### src/rtl/key_schedule.sv
// AES (FIPS-197) key expansion for 128/192/256-bit keys: loads Nk key words, expands
// one word per clock into a round-key store and serves registered round-key reads.

module s_box (
   input  logic [31:0] i_word,
   output logic [31:0] o_word
);
   function automatic logic [7:0] xtime(input logic [7:0] a);
      return {a[6:0], 1'b0} ^ (a[7] ? 8'h1b : 8'h00);
   endfunction

   // NOTE: blocking assignments are correct here: function locals are combinational temporaries.
   function automatic logic [7:0] gf_mul(input logic [7:0] a, input logic [7:0] b);
      logic [7:0] acc;
      logic [7:0] p;
      acc = 8'h00;
      p   = a;
      for (int k = 0; k < 8; k++) begin
         if (b[k]) acc = acc ^ p;
         p = xtime(p);
      end
      return acc;
   endfunction

   // Multiplicative inverse as x^254 (square-and-multiply), then the affine transform.
   function automatic logic [7:0] sub_byte(input logic [7:0] x);
      logic [7:0] sq;
      logic [7:0] inv;
      sq  = x;
      inv = 8'h01;
      for (int k = 1; k < 8; k++) begin
         sq  = gf_mul(sq, sq);
         inv = gf_mul(inv, sq);
      end
      return inv ^ {inv[6:0], inv[7]} ^ {inv[5:0], inv[7:6]} ^
             {inv[4:0], inv[7:5]} ^ {inv[3:0], inv[7:4]} ^ 8'h63;
   endfunction

   assign o_word = {sub_byte(i_word[31:24]), sub_byte(i_word[23:16]),
                    sub_byte(i_word[15:8]),  sub_byte(i_word[7:0])};
endmodule

module key_schedule #(
   parameter int MAX_KEY_BITS = 256
) (
   input  logic        clk,
   input  logic        reset,
   input  logic        start,
   input  logic [1:0]  key_len,
   input  logic [31:0] key_word,
   input  logic        key_valid,
   output logic        key_ready,
   output logic        busy,
   output logic        done,
   output logic        err,
   input  logic [3:0]  rd_round,
   input  logic [1:0]  rd_col,
   output logic [31:0] rd_word
);
   localparam int W_MAX = (MAX_KEY_BITS >= 256) ? 60 : (MAX_KEY_BITS >= 192) ? 52 : 44;

   typedef enum logic [1:0] {S_IDLE, S_LOAD, S_EXPAND, S_DONE} state_t;

   state_t      r_state;
   state_t      w_next;
   logic [1:0]  r_klen;
   logic [5:0]  r_cnt;
   logic [2:0]  r_phase;     // i mod Nk for the word being written
   logic [7:0]  r_rcon;
   logic        r_err;
   logic [31:0] r_rd_word;
   logic [31:0] r_mem [0:W_MAX-1];
   logic [31:0] r_win [0:7]; // r_win[0] = w[i-1], r_win[Nk-1] = w[i-Nk]

   logic        w_len_ok;
   logic        w_can_start;
   logic [2:0]  w_nk_last;
   logic [3:0]  w_nr;
   logic [5:0]  w_last_idx;
   logic [31:0] w_sb_in;
   logic [31:0] w_sb_out;
   logic [31:0] w_temp;
   logic [31:0] w_new_word;
   logic [31:0] w_wr_data;
   logic        w_wr_en;
   logic        w_load_last;
   logic        w_exp_last;

   assign w_len_ok = (key_len == 2'b00) ||
                     (key_len == 2'b01 && MAX_KEY_BITS >= 192) ||
                     (key_len == 2'b10 && MAX_KEY_BITS >= 256);
   assign w_can_start = start && (r_state == S_IDLE || r_state == S_DONE);

   always_comb begin
      w_nk_last  = 3'd3;
      w_nr       = 4'd10;
      w_last_idx = 6'd43;
      case (r_klen)
         2'b01:   begin w_nk_last = 3'd5; w_nr = 4'd12; w_last_idx = 6'd51; end
         2'b10:   begin w_nk_last = 3'd7; w_nr = 4'd14; w_last_idx = 6'd59; end
         default: ;
      endcase
   end

   assign w_sb_in = (r_phase == 3'd0) ? {r_win[0][23:0], r_win[0][31:24]} : r_win[0];

   s_box u_s_box (
      .i_word (w_sb_in),
      .o_word (w_sb_out)
   );

   assign w_temp = (r_phase == 3'd0)                    ? (w_sb_out ^ {r_rcon, 24'h0}) :
                   (r_klen == 2'b10 && r_phase == 3'd4) ? w_sb_out : r_win[0];
   assign w_new_word  = r_win[w_nk_last] ^ w_temp;
   assign w_wr_data   = (r_state == S_LOAD) ? key_word : w_new_word;
   assign w_wr_en     = (r_state == S_LOAD && key_valid) || r_state == S_EXPAND;
   assign w_load_last = r_state == S_LOAD && key_valid && r_phase == w_nk_last;
   assign w_exp_last  = r_state == S_EXPAND && r_cnt == w_last_idx;

   always_comb begin
      w_next = r_state;
      case (r_state)
         S_IDLE, S_DONE: if (start) w_next = w_len_ok ? S_LOAD : S_IDLE;
         S_LOAD:         if (w_load_last) w_next = S_EXPAND;
         S_EXPAND:       if (w_exp_last) w_next = S_DONE;
         default:        w_next = S_IDLE;
      endcase
   end

   always_ff @(posedge clk) begin
      if (reset) r_state <= S_IDLE;
      else       r_state <= w_next;
   end

   always_ff @(posedge clk) begin
      if (reset) begin
         r_klen    <= 2'b00;
         r_cnt     <= 6'd0;
         r_phase   <= 3'd0;
         r_rcon    <= 8'h01;
         r_err     <= 1'b0;
         r_rd_word <= 32'h0;
      end else begin
         r_rd_word <= (rd_round <= w_nr) ? r_mem[{rd_round, rd_col}] : 32'h0;
         if (w_can_start) begin
            if (w_len_ok) begin
               r_klen  <= key_len;
               r_err   <= 1'b0;
               r_cnt   <= 6'd0;
               r_phase <= 3'd0;
               r_rcon  <= 8'h01;
            end else begin
               r_err <= 1'b1;
            end
         end else if (w_wr_en) begin
            if (r_cnt != w_last_idx) r_cnt <= r_cnt + 6'd1;
            r_phase <= (r_phase == w_nk_last) ? 3'd0 : r_phase + 3'd1;
            if (r_state == S_EXPAND && r_phase == 3'd0)
               r_rcon <= {r_rcon[6:0], 1'b0} ^ (r_rcon[7] ? 8'h1b : 8'h00);
         end
      end
   end

   // NOTE: storage is deliberately not reset; words are only meaningful once done is high.
   always_ff @(posedge clk) begin
      if (w_wr_en) begin
         r_mem[r_cnt] <= w_wr_data;
         r_win[0]     <= w_wr_data;
         for (int k = 1; k < 8; k++) r_win[k] <= r_win[k-1];
      end
   end

   assign key_ready = r_state == S_LOAD;
   assign busy      = r_state == S_LOAD || r_state == S_EXPAND;
   assign done      = r_state == S_DONE;
   assign err       = r_err;
   assign rd_word   = r_rd_word;
endmodule

### config.mk
export PLATFORM = sky130hd
export DESIGN_NAME = key_schedule
export DESIGN_NICKNAME = d
export VERILOG_FILES = /design/src/rtl/key_schedule.sv
export SDC_FILE = /design/constraint.sdc
export NUM_CORES = 2
export LEC_CHECK = 0
export CAP_MARGIN = 20
export CORE_MARGIN = 2
export CORE_UTILIZATION = 45
export CTS_BUF_LIST = sky130_fd_sc_hd__clkbuf_16
export DETAILED_ROUTE_END_ITERATION = 16
export RECOVER_POWER = 50
export SLEW_MARGIN = 20
export SYNTH_ARGS = -nofsm -noshare
export SYNTH_HDL_FRONTEND = slang
export SYNTH_SLANG_ARGS = --single-unit
export TNS_END_PERCENT = 30
### constraint.sdc
create_clock -name clk -period 39.8 [get_ports clk]
set_input_delay 7.96 -clock clk [delete_from_list [all_inputs] [get_ports clk]]
set_output_delay 7.96 -clock clk [all_outputs]
set_load 0.05 [all_outputs]
==> results.md <==
- Post-route setup TNS: 0 ns
- Most frequent cells in the layout: edfxtp_1, xnor2_1, nor2_1, nand2_1, mux4_2
- Pre-Repair DR Iteration Count: 8
- # fillers: 27,900
- Fmax: 43.3 MHz
- Vias/cell: 6.03
- Worst skew pair latency: 0.86 ns
- Post-Synthesis Cells: 11,900
- Avg Cell Area, Syn: 12.2 sq um
- WP data required: 40.30 ns
- Final setup viols: 0
- Largest delay share family, worst path: XOR/XNOR gates
- Clk pin slew, worst setup/hold paths: 0.06 ns
- Post-synth EDFFs: 2,176
- Die H: 572 um
- Max Cap Viol: 72
- Final Max Tran Viols: 2,021
- Vias in the first global route: 96,500
- CTS tree: yes
- Startpoint Class: flop
- Synth top area share: 45.0%
- Final instance area: 159,000 sq um
- Yosys warning count: 0
- Register bit count reported by yosys: 2,230
- Buf/Inv on CP: 7
- Final #Nets: 11,900
- Final worst-path cycle share: 58.0%
- Fin Clk Skew: 0.0286 ns
- Post-synth top area cell: edfxtp_1
- Final-report hold violation count: 0
- Post-CTS Resized: 0
- FP Rows: 208
- Die Width: 572 um
- Cts bufs inserted: 218
- RSZ-0062 raised after global routing: no
- Net count after synthesis: 12,000
- Seq. cell area: 66,400 sq um
- Post-Place Setup Slack: 16.67 ns
- Initial antenna violation count: 22
- Number of library cell types mapped by synthesis: 125
- Worst hold slack: 0.417 ns
- Clock root cell: clkbuf_16
- First-pass GRT wire length: 616,000 um
- H-tree depth: 4
- Initial DRC count: 10,600
- Synth Flop Type: edfxtp_1
- Clock Sinks: 2,230
- DP HPWL: 262,000 um
- Pin count of the biggest net entering global routing: 101
- Average routed wire per standard cell: 25.0 um
- Core Footprint: 321,000 sq um
- Share of synthesized registers carrying an async set or reset: 0%
- Kind of critical path: flop to flop
- Top post-synthesis cells by area: edfxtp_1, xnor2_1, mux4_2
- I/O pin count: 80
- Max-slew headroom: -201%
- Slowest-stage cell, CP: mux2_2
- CTS max path bufs: 3
- GRT Overall Usage: 24.5%
- Sequential area share after synthesis: 45.7%
- Worst setup margin: 16.71 ns
- Antenna viol nets, final: 0
- Outcome: complete, but fails checks
- WL final: 409,000 um
- DRC violations left: 0
- Failing checks: capacitance limit, slew limit
- Slew @ Worst Pin: 4.52 ns
- Hold Crit Class: flop to flop
- Max FO, Critical Path: 61
- CP most frequent cell: xnor2_1
- GRT overflow: 0
- Setup Buffers After CTS: 0
- Mapped Area: 145,000 sq um
- PortBufs: 79
- Final worst path period need: 23.09 ns
- WP data arrival: 23.59 ns
- Layout cell share with drive strength beyond 1: 14.4%
- Max incr delay on CP: 0.92 ns
- Global placement routability congestion: 0.900
- Commonest non-fill, non-tap cell in the layout: edfxtp_1
- Area grow syn2layout: 9.11%
- CP Capture Type: flop
- CTS Hold Bufs: 0
- Placement Cell Area: 152,000 sq um
- Die area: 328,000 sq um
- Via count: 98,500
- Area taken by multi-input logic gates: 75,900 sq um
- Initial core utilization: 45.3%
state kept, by name, summed over array words and instances, names as in the netlist:
signal,cells
r_cnt,6
rd_word,32
r_rcon,8
err,1
r_state,2
r_klen,2
r_win,256
r_phase,3
r_mem,1920
final timing paths:
kind | start | to | slack, ns | cells after the start
worst max-delay path | r_phase[1] | r_mem[55][27] | 16.71 | 64
worst min-delay path | r_win[4][2] | r_win[5][2] | 0.42 | 0
worst max register to register | r_phase[1] | r_mem[55][27] | 16.71 | 64
worst min register to register | r_win[4][2] | r_win[5][2] | 0.42 | 0
through the flow:
step | std cells | utilization [%]
6_report | 16300 | 49.4
5_1_grt | 16300 | 49.4
4_1_cts | 16300 | 49.5
3_5_place_dp | 15900 | 47.3
3_3_place_gp | 15900 | 47.3
2_1_floorplan | 11900 | -
synth_stat cells, types with 62 or more instances:
library cell / n
nor2b_1: 91
buf_1: 112
o21ai_0: 378
a211oi_1: 124
a21oi_1: 482
nand3_1: 236
nand2b_1: 62
xnor3_1: 293
a31oi_1: 90
o22ai_1: 124
mux4_2: 626
nor3_1: 259
xnor2_1: 1617
mux2_2: 89
o211ai_1: 78
buf_4: 66
edfxtp_1: 2176
xor2_1: 485
a22oi_1: 63
buf_2: 92
nand2_1: 902
xnor2_2: 74
nor2_1: 1293
clkbuf_1: 445
inv_1: 79
mux2i_1: 372
logic make-up after synthesis:
logic type	count (synthesis)	share of synthesized area, %
xor+xnor	2597	20.0
mux	1103	13.1
flops	2230	45.7
compound gates	1842	8.26
buf+inv	876	2.80
simple gates	3227	9.81
fa+ha+maj	40	0.341
area by class of cell:
| class | instances | share of cell area [%] |
|---|---|---|
| multi-input cells | 8809 | 47.8 |
| clock buffers | 222 | 3.50 |
| diodes | 9 | 0.0142 |
| flip-flops and latches | 2230 | 41.9 |
| repair buffers | 466 | 2.17 |
| clock inverters | 181 | 0.936 |
| well taps | 4305 | 3.40 |
| inverters | 108 | 0.260 |
layer usage:
metal / wire length [um] / track usage (%) / vias up / share of wire (%)
li1: - / - / 44100 / -
met1: 174000 / 34.2 / 50000 / 42
met2: 199000 / 40.8 / 3986 / 49
met3: 26400 / 2.37 / 525 / 6.4
met4: 10100 / 6.64 / 2 / 2.5
met5: 9 / 0 / - / 0.0022
Power is not shown: default switching activity piles up to over one toggle a cycle in this logic, so the estimate is an artifact.
